[config.mk]
export PLATFORM = sky130hd
export DESIGN_NAME = sm83_idu_ctl_flat
export DESIGN_NICKNAME = d
export VERILOG_FILES = /design/src/rtl/sm83_idu_pkg.sv /design/src/rtl/sm83_idu_ctl_if.sv /design/src/rtl/sm83_idu_byte.sv /design/src/rtl/sm83_idu_ctl.sv /design/src/flat_wrapper.sv
export SDC_FILE = /design/constraint.sdc
export NUM_CORES = 1
export LEC_CHECK = 0
export ABC_AREA = 1
export ABC_CLOCK_PERIOD_IN_PS = 2140
export BUFFER_PORTS_ARGS = -buffer_cell sky130_fd_sc_hd__buf_4
export CORE_UTILIZATION = 30
export DETAILED_ROUTE_END_ITERATION = 10
export GPL_ROUTABILITY_DRIVEN = 0
export GPL_TIMING_DRIVEN = 0
export MAX_ROUTING_LAYER = met4
export PLACE_DENSITY_LB_ADDON = 0.25
export SLEW_MARGIN = 20
export SYNTH_ARGS = -nofsm -noshare
export SYNTH_HDL_FRONTEND = slang
export SYNTH_SLANG_ARGS = --single-unit
[constraint.sdc]
create_clock -name clk -period 2.14 [get_ports clk]
set_clock_uncertainty 0.15 [all_clocks]
set_input_delay 0.107 -clock clk [delete_from_list [all_inputs] [get_ports clk]]
set_output_delay 0.107 -clock clk [all_outputs]
set_load 0.05 [all_outputs]
[src/rtl/sm83_idu_pkg.sv]
// sm83_idu_pkg: shared op/state encodings and requester indices for the SM83 IDU
package sm83_idu_pkg;
    typedef enum logic [1:0] {OP_PASS = 2'b00, OP_INC = 2'b01, OP_DEC = 2'b10, OP_PASS_ALT = 2'b11} op_e;
    typedef enum logic [1:0] {IDLE, LO, HI} state_e;
    localparam logic [1:0] PC = 2'd0;
    localparam logic [1:0] SP = 2'd1;
    localparam logic [1:0] HL = 2'd2;
endpackage

[src/rtl/sm83_idu_ctl_if.sv]
// sm83_idu_ctl_if: requester-side bus of the SM83 increment/decrement unit
interface sm83_idu_ctl_if;
    logic [2:0]       req;
    logic [2:0][1:0]  op;
    logic [2:0][15:0] opnd;
    logic [2:0]       gnt;
    logic             busy;
    logic             done;
    logic [1:0]       done_id;
    logic [15:0]      result;
    logic             wrap;
    modport master (output req, op, opnd, input gnt, busy, done, done_id, result, wrap);
    modport slave (input req, op, opnd, output gnt, busy, done, done_id, result, wrap);
endinterface

[src/rtl/sm83_idu_byte.sv]
// sm83_idu_byte: 8-bit increment/decrement/pass slice with carry-in and carry-out
module sm83_idu_byte
    import sm83_idu_pkg::*;
(
    input  op_e        op,
    input  logic [7:0] a,
    input  logic       ci,
    output logic [7:0] y,
    output logic       co
);
    logic [8:0] s;
    always_comb begin
        s = (op == OP_INC) ? {1'b0, a} + {8'd0, ci} : (op == OP_DEC) ? {1'b0, a} - {8'd0, ci} : {1'b0, a};
        y = s[7:0];
        co = s[8];
    end
endmodule

[src/rtl/sm83_idu_ctl.sv]
// sm83_idu_ctl: round-robin arbitrated 16-bit inc/dec unit working one byte per cycle
module sm83_idu_ctl
    import sm83_idu_pkg::*;
#(
    parameter bit EARLY_DONE = 1'b0
) (
    input logic           clk,
    input logic           reset,
    sm83_idu_ctl_if.slave bus
);
    state_e      state, state_n;
    logic [1:0]  last, c0, c1, gid, lat_id, done_id_q;
    op_e         lat_op;
    logic [15:0] lat_opnd, result_q;
    logic [7:0]  lo, a, y;
    logic        ci, co, cy, fin, done_q, wrap_q;
    // search starts one past the last grant and wraps HL -> PC
    always_comb begin
        c0 = (last == HL) ? PC : last + 2'd1;
        c1 = (c0 == HL) ? PC : c0 + 2'd1;
        gid = bus.req[c0] ? c0 : bus.req[c1] ? c1 : last;
        bus.gnt = (state == IDLE && !reset && |bus.req) ? 3'b001 << gid : 3'b000;
    end
    assign a = (state == HI) ? lat_opnd[15:8] : lat_opnd[7:0];
    assign ci = (state == HI) ? cy : 1'b1;
    sm83_idu_byte u_byte (
        .op(lat_op),
        .a (a),
        .ci(ci),
        .y (y),
        .co(co)
    );
    assign fin = (state == HI) || (state == LO && EARLY_DONE && !co);
    always_comb begin
        state_n = state;
        state_n = (state == IDLE) ? (|bus.gnt ? LO : IDLE) : (state == LO) ? (fin ? IDLE : HI) : IDLE;
    end
    always_ff @(posedge clk) state <= reset ? IDLE : state_n;
    always_ff @(posedge clk) begin
        if (reset) begin
            last <= HL;
            done_q <= 1'b0;
            wrap_q <= 1'b0;
            result_q <= 16'h0000;
            done_id_q <= PC;
        end else begin
            done_q <= fin;
            if (|bus.gnt) begin
                last <= gid;
                lat_id <= gid;
                lat_op <= op_e'(bus.op[gid]);
                lat_opnd <= bus.opnd[gid];
            end
            if (state == LO) begin
                lo <= y;
                cy <= co;
            end
            if (fin) begin
                result_q <= (state == HI) ? {y, lo} : {lat_opnd[15:8], y};
                wrap_q <= (state == HI) && co;
                done_id_q <= lat_id;
            end
        end
    end
    assign bus.busy = (state != IDLE);
    assign bus.done = done_q;
    assign bus.done_id = done_id_q;
    assign bus.result = result_q;
    assign bus.wrap = wrap_q;
endmodule

[src/flat_wrapper.sv]
// flat-port wrapper written by rule: the top's interface ports become plain ports
module sm83_idu_ctl_flat import sm83_idu_pkg::*;
#(
    parameter bit EARLY_DONE = 1'b0
)
  (clk, reset, bus_req, bus_op, bus_opnd, bus_gnt, bus_busy, bus_done, bus_done_id, bus_result, bus_wrap);
  sm83_idu_ctl_if bus_i ();
  input logic clk;
  input logic reset;
  input wire logic [$bits(bus_i.req)-1:0] bus_req;
  input wire logic [$bits(bus_i.op)-1:0] bus_op;
  input wire logic [$bits(bus_i.opnd)-1:0] bus_opnd;
  output wire logic [$bits(bus_i.gnt)-1:0] bus_gnt;
  output wire logic [$bits(bus_i.busy)-1:0] bus_busy;
  output wire logic [$bits(bus_i.done)-1:0] bus_done;
  output wire logic [$bits(bus_i.done_id)-1:0] bus_done_id;
  output wire logic [$bits(bus_i.result)-1:0] bus_result;
  output wire logic [$bits(bus_i.wrap)-1:0] bus_wrap;
  assign bus_i.req = bus_req;
  assign bus_i.op = bus_op;
  assign bus_i.opnd = bus_opnd;
  assign bus_gnt = bus_i.gnt;
  assign bus_busy = bus_i.busy;
  assign bus_done = bus_i.done;
  assign bus_done_id = bus_i.done_id;
  assign bus_result = bus_i.result;
  assign bus_wrap = bus_i.wrap;
  sm83_idu_ctl #(.EARLY_DONE(EARLY_DONE)) u_core (.clk(clk), .reset(reset), .bus(bus_i));
endmodule
# ---- Word level (Yosys, flattened, before mapping)
# Cells that the tools add are included.
dict set report word_totals {
  regBits 53
  inputBits 59
  out_inout_bits 24
  elab_cells 57
}
dict set report classes {
  add_sub_neg 4
  n_lt_le_gt_ge 3
  eq_ne 6
  shifts 1
  mux 21
  n_bitwise 1
  n_reduce_logical 10
}
# cell n
set op_table {}
lappend op_table {{16-bit binary-select mux with 2-bit select} 1}
lappend op_table {{9-bit 2-to-1 mux} 2}
lappend op_table {{16-bit 2-to-1 mux} 1}
lappend op_table {{2-bit 2-to-1 mux} 8}
lappend op_table {{8-bit by 1-bit adder with 9-bit output} 1}
lappend op_table {{2-bit by 3-bit less-than comparator with 1-bit output, second input constant} 3}
lappend op_table {{8-bit by 1-bit subtractor with 9-bit output} 1}
lappend op_table {{2-bit equality test, second input constant} 4}
lappend op_table {{8-bit 2-to-1 mux} 1}
lappend op_table {{3-bit OR reduction} 2}
lappend op_table {{2-bit by 1-bit adder with 2-bit output, second input constant} 2}
lappend op_table {{1-bit binary-select mux with 2-bit select} 2}
lappend op_table {{2-bit binary-select mux with 2-bit select} 1}
lappend op_table {{2-bit by 1-bit equality test with 1-bit output, second input constant} 2}
lappend op_table {{1-bit 2-to-1 mux} 4}
lappend op_table {{2-bit AND reduction} 2}
lappend op_table {{1-bit logical AND} 3}
lappend op_table {{3-bit 2-to-1 mux} 1}
lappend op_table {{1-bit by 2-bit left shift with 3-bit output, first input constant} 1}
lappend op_table {{2-bit logical NOT} 1}
lappend op_table {{2-bit nonzero test} 1}
lappend op_table {{1-bit logical NOT} 1}
lappend op_table {{1-bit inverter} 1}

# ---- Longest topological paths before layout
dict set report depth {
  ltp_word 13
  mapped_depth 16
  mapped_depth_nobuf 16
}

# ---- Hierarchy
# From an unflattened synthesis, not the netlist that was laid out.
dict set report hier_totals {
  hier_cells 350
  hier_area_um2 2887.8
}
# mod n_inst cells_each area_each_um2 seq_area_each_um2
set by_module_without_submodules {}
lappend by_module_without_submodules {sm83_idu_ctl 1 276 2492.4 1351.3}
lappend by_module_without_submodules {sm83_idu_byte 1 74 395.4 0.0}

# ---- Worst setup path after synthesis
# Ideal clock, no wire load.
dict set report synth_path {
  path_kind {flip-flop to output port}
  from {register u_core.last[1]}
  to {output port bus_gnt[0]}
  arrival_time_ps 2152
  t_required_ps 1883
  slack_ps -269
  stages_incl_launch_ff 8
  n_path_buf 0
  path_cell_list {dfxtp_1 -> nor2_2 -> nand2_4 -> nand2_4 -> nor2_1 -> nand3_2 -> nand2_2 -> nor3b_1}
}
dict set report synth_between {
  elab_chain_cells 10
  elab_cells_between_ends 14
  cone_classes {add/sub (2); eq/ne (2); shift (1); mux (9)}
}
# item line
set synth_rtl {}
lappend synth_rtl {{start, declared} sm83_idu_ctl.sv:12} ;# logic [1:0] last, c0, c1, gid, lat_id, done_id_q;
lappend synth_rtl {{start signal, assigned} sm83_idu_ctl.sv:49} ;# last <= gid;
lappend synth_rtl {{2-bit by 1-bit adder with 2-bit output or 2-bit equality test (tied branches)} sm83_idu_ctl.sv:19} ;# c0 = (last == HL) ? PC : last + 2'd1;
lappend synth_rtl {{2-bit 2-to-1 mux *} sm83_idu_ctl.sv:19}
lappend synth_rtl {{2-bit by 1-bit adder with 2-bit output or 2-bit equality test (tied branches)} sm83_idu_ctl.sv:20} ;# c1 = (c0 == HL) ? PC : c0 + 2'd1;
lappend synth_rtl {{2-bit 2-to-1 mux} sm83_idu_ctl.sv:20}
lappend synth_rtl {{1-bit binary-select mux with 2-bit select} sm83_idu_ctl.sv:21} ;# gid = bus.req[c0] ? c0 : bus.req[c1] ? c1 : last;
lappend synth_rtl {{1-bit 2-to-1 mux (implied by the code)} sm83_idu_ctl.sv:21}
lappend synth_rtl {{2-bit 2-to-1 mux} sm83_idu_ctl.sv:21}
lappend synth_rtl {{2-bit 2-to-1 mux *} sm83_idu_ctl.sv:21}
lappend synth_rtl {{via u_core.gid[0]} sm83_idu_ctl.sv:12}
lappend synth_rtl {{1-bit by 2-bit left shift with 3-bit output *} sm83_idu_ctl.sv:22} ;# bus.gnt = (state == IDLE && !reset && |bus.req) ? 3'b001 << gid : 3'b000;
lappend synth_rtl {{3-bit 2-to-1 mux *} sm83_idu_ctl.sv:22}
lappend synth_rtl {{end, declared} flat_wrapper.sv:13} ;# output wire logic [$bits(bus_i.gnt)-1:0] bus_gnt;
# Mark *: on every way through the listed nets, which the timed path passes. The rest lies on a longest branch. The select of a mux whose other input is x is not followed.

# ---- Worst setup path after layout
dict set report layout_path {
  from {register u_core.state[0]}
  to {register u_core.lo[7] (data pin)}
}
dict set report layout_between {
  elab_chain_cells 5
  elab_cells_between_ends 7
  cone_classes {add/sub (2); eq/ne (1); mux (4)}
}
# item line
set layout_rtl {}
lappend layout_rtl {{start, declared} sm83_idu_ctl.sv:11} ;# state_e state, state_n;
lappend layout_rtl {{start signal, assigned} sm83_idu_ctl.sv:38} ;# always_ff @(posedge clk) state <= reset ? IDLE : state_n;
lappend layout_rtl {{2-bit equality test *} {sm83_idu_ctl.sv:24, sm83_idu_ctl.sv:25}}
lappend layout_rtl {{8-bit 2-to-1 mux or 1-bit 2-to-1 mux (tied branches)} {sm83_idu_ctl.sv:24, sm83_idu_ctl.sv:25}}
lappend layout_rtl {{8-bit by 1-bit subtractor with 9-bit output} sm83_idu_byte.sv:13} ;# s = (op == OP_INC) ? {1'b0, a} + {8'd0, ci} : (op == OP_DEC) ? {1'b0, a} - {8'd0, ci} : {1'b0, a};
lappend layout_rtl {{9-bit 2-to-1 mux} sm83_idu_byte.sv:13}
lappend layout_rtl {{9-bit 2-to-1 mux *} sm83_idu_byte.sv:13}
lappend layout_rtl {{via u_core.u_byte.s[7]} sm83_idu_byte.sv:11} ;# logic [8:0] s;
lappend layout_rtl {{end signal, assigned} sm83_idu_ctl.sv:55} ;# lo <= y;
lappend layout_rtl {{end, declared} sm83_idu_ctl.sv:15} ;# logic [7:0] lo, a, y;
# Mark *: on every way through the listed nets, which the timed path passes. The rest lies on a longest branch.
# A chain may end at the register's enable or synchronous reset.

==> run metrics <==
top-area cell type share of the netlist area=0.319; ANT cells=0; first-pass GRT wire length=13.7 mm; Clock Power Share=0.171; fin nets=566; Simple-Gate Fraction of Synth Area=0.344; First DRT Iteration DRCs=118; Post-Syn Area per Cell=7.81 µm²; die height=97.4 µm; Final Max Slew Viols=0; pre-CTS setup slack=-488 ps; TritonRoute pass-1 iters=4; area fraction in compound gates after synthesis=0.0673; Sw Ratio=0.378; Worst Setup Start Kind=flop; LEAKAGE=0.00204 µW; Top FF cell, synth=edfxtp_1; total power=3330 µW; clk_lat worst skew=300 ps; DRT met1 WL=3.54 mm; CTS max path bufs=2; Reg2Reg Capture Point=u_core.lo[7]; via count of the first global-routing pass=3001; Layout area overhead=61.9%; Ports=83; Initial Utilization=0.312; post-route setup slack=-10.7 ps; Hold Path Cell Cnt=3; Routed WL per cell=13.0 µm; largest cells by area after synthesis=edfxtp_1 32%, dfxtp_1 18%, nand2_1 15%, nand3_1 6.8%, nor2_1 6.0%; cells along the critical path=inv_2 -> nand2_4 -> clkinv_4 -> or2_4 -> o21a_4 -> inv_2 -> ha_4 -> buf_6 -> nand2_4 -> nor2_4 -> nand3_2 -> nand2_2 -> nand3_2 -> nand2_2 -> inv_2; sequential area share after synthesis=0.495; Comb pwr share=0.430; worst vdd ir=0.316 mV; crit path max fanout=3; synth unique cells=31; row count=34; FMAX=465 MHz; Internal Power=2070 µW; relative slew slack=0.512; Die W=97.4 µm; largest stage delay on the critical path=340 ps; min-delay worst type=input port to flop; largest family of logic cells by synthesized area=simple AND/OR/NAND/NOR gates; Tcrit/Tclk final=1.01; CTS Buf Count=5; worst r2r src=u_core.state[0]; metal2 WL=3.82 mm; die area=9490 µm²; Routed WL=7.94 mm; Seq pwr share=0.399; Detailed Place HPWL=5.02 mm; critical path class=flop to flop; FFs w/ async S/R, synth=0; Synth area leader=edfxtp_1; RSZ-0062 raised after global routing=yes; Post-Synth XOR/XNOR Area=0.00321; initial antenna violation count=0; mux cell area share after synthesis=0; CP Capture Type=flop; number of max-cap violations=0; clock transition at the registers of the reported paths=100 ps; worst slew pin tran=728 ps; Routed Antenna Nets=0; Worst EP required=2070 ps; met3 WL=414 µm; Filler cells=792; Hold Startpoint=bus_op[3]; commonest non-fill, non-tap cell in the layout=nand2_1; routed vias=2804; # DRC=0; Worst Path Buf+Inv=5; EDFF count, synth=29; Top delay family on crit path=simple AND/OR/NAND/NOR gates; core area=8760 µm²; flop-to-flop setup slack=-10 ps; P_sw=1260 µW; outcome=finished, violations left; Synthesis Warnings=0; crit path DAT=2080 ps; Global Route Usage Sum=0.181; Synth Area in Adders=0.0183; Post-Syn Area=2730 µm²; CP max-delay cell=dfxtp_2; pin count of the biggest net entering global routing=18; syn_nets=413; Root Buffer=clkbuf_8; reg2reg path depth=15; final setup fails=1; top layer in use=met4; Via density=4.58; GRT overflow=0; P per Cell Area=753 nW/µm²; final hold violation count=0; Cells after Synth=350; worst hold path endpoint=u_core.lat_op[1]; failing checks=negative setup slack; TritonCTS clock tree=yes; most frequent cells in the layout=104 x nand2_1, 88 x buf_4, 53 x dlygate4sd3_1; PortBufs=81; CTS H-tree depth=2; share of layout cells above drive strength 1=0.313; CTS sink count=53; Synth Register Bits=53; Final Critical Period=2150 ps; cell mode on critical path=inv_2
power groups by stage:
stage	Combinational (µW)	Clock, µW	Sequential (µW)
final	1430	570	1330
after global routing	1570	628	1350
after CTS	1360	584	1330
after detailed placement	1120	0	1350
after global placement	1100	0	1340
after floorplan	668	0	1460
cell type report:
cell class              instances  area (µm²)  share of cell area
repair inverters                2        15.0             0.00339
plain buffers                  10        82.6              0.0187
clock inverters                 3        20.0             0.00452
inverters                      36         146              0.0331
well taps                     108         135              0.0305
flip-flops and latches         53        1360               0.308
clock buffers                   5        68.8              0.0156
multi-input cells             251        1370               0.309
repair buffers                144        1220               0.277
registers in the layout, summed over array words and instances (netlist names):
register            count
u_core.bus.done         1
u_core.bus.done_id      2
u_core.bus.result      16
u_core.bus.wrap         1
u_core.cy               1
u_core.last             2
u_core.lat_id           2
u_core.lat_op           2
u_core.lat_opnd        16
u_core.lo               8
u_core.state            2
logic make-up after synthesis:
family,after synthesis
AND/OR/NAND/NOR,213
flip-flops,53
buffers and inverters,46
AO/OA/AOI/OAI,33
adder cells (fa/ha/maj),4
XOR/XNOR,1
how the worst max path moves through the flow:
stage               cells after the start            to             from  slack (ps)
global route                           15  u_core.lo[7]  u_core.state[0]         -90
CTS                                     8    bus_gnt[0]   u_core.last[0]          10
detailed placement                      8  u_core.lo[1]  u_core.state[0]        -490
global placement                        8  u_core.lo[1]  u_core.state[0]        -400
finish                                 15  u_core.lo[7]  u_core.state[0]         -10
floorplan                              15  u_core.lo[6]  u_core.state[0]           5
layer usage:
layer	global-route usage	vias up
li1	-	1431
met1	0.217	1259
met2	0.309	100
met3	0.0338	14
met4	0.0554	0
met5	-	-
Yosys cell counts (2+ instances only):
library cell	number
nand2_1	112
nor2_1	44
nand3_1	37
inv_1	34
edfxtp_1	29
dfxtp_1	24
o21ai_0	21
clkbuf_1	6
a21oi_1	4
ha_1	4
o21ai_1	4
buf_6	3
nand2_2	3
or2_2	3
nand2_4	2
nand4_1	2
nor2_4	2
nor3_1	2
nor3_2	2
timing repair:
| action | in CTS | in global routing |
|---|---|---|
| hold endpoints to repair | 18 | 0 |
| setup buffers | 9 | 1 |
| resized for setup | 41 | 21 |
| pin swaps | 13 | 11 |
| hold buffers | 53 | 0 |
| endpoints found under the setup margin | 38 | 43 |
| cloned | 2 | 0 |
worst reg2reg max path: stages, from the launching register on:
cell and delay, ps:
dfxtp_2 340, inv_2 50, nand2_4 90, clkinv_4 60, or2_4 220, o21a_4 140
inv_2 70, ha_4 140, buf_6 100, nand2_4 50, nor2_4 140, nand3_2 90
nand2_2 110, nand3_2 70, nand2_2 110, inv_2 30
metrics by stage:
| step | cells | hold WS (ps) | util | setup TNS (ps) | area [µm²] |
|---|---|---|---|---|---|
| 3_3_place_gp | 539 | 236 | 0.397 | -7200 | 3480 |
| 2_1_floorplan | 350 | 147 | - | 0 | 2740 |
| 3_5_place_dp | 539 | 243 | 0.398 | -9070 | 3490 |
| 5_1_grt | 612 | 10.6 | 0.505 | -398 | 4420 |
| 4_1_cts | 611 | 4.85 | 0.496 | 0 | 4340 |
| 6_report | 612 | 14.7 | 0.505 | -10.7 | 4420 |
Note: power is estimated with default switching activity, not from simulation.
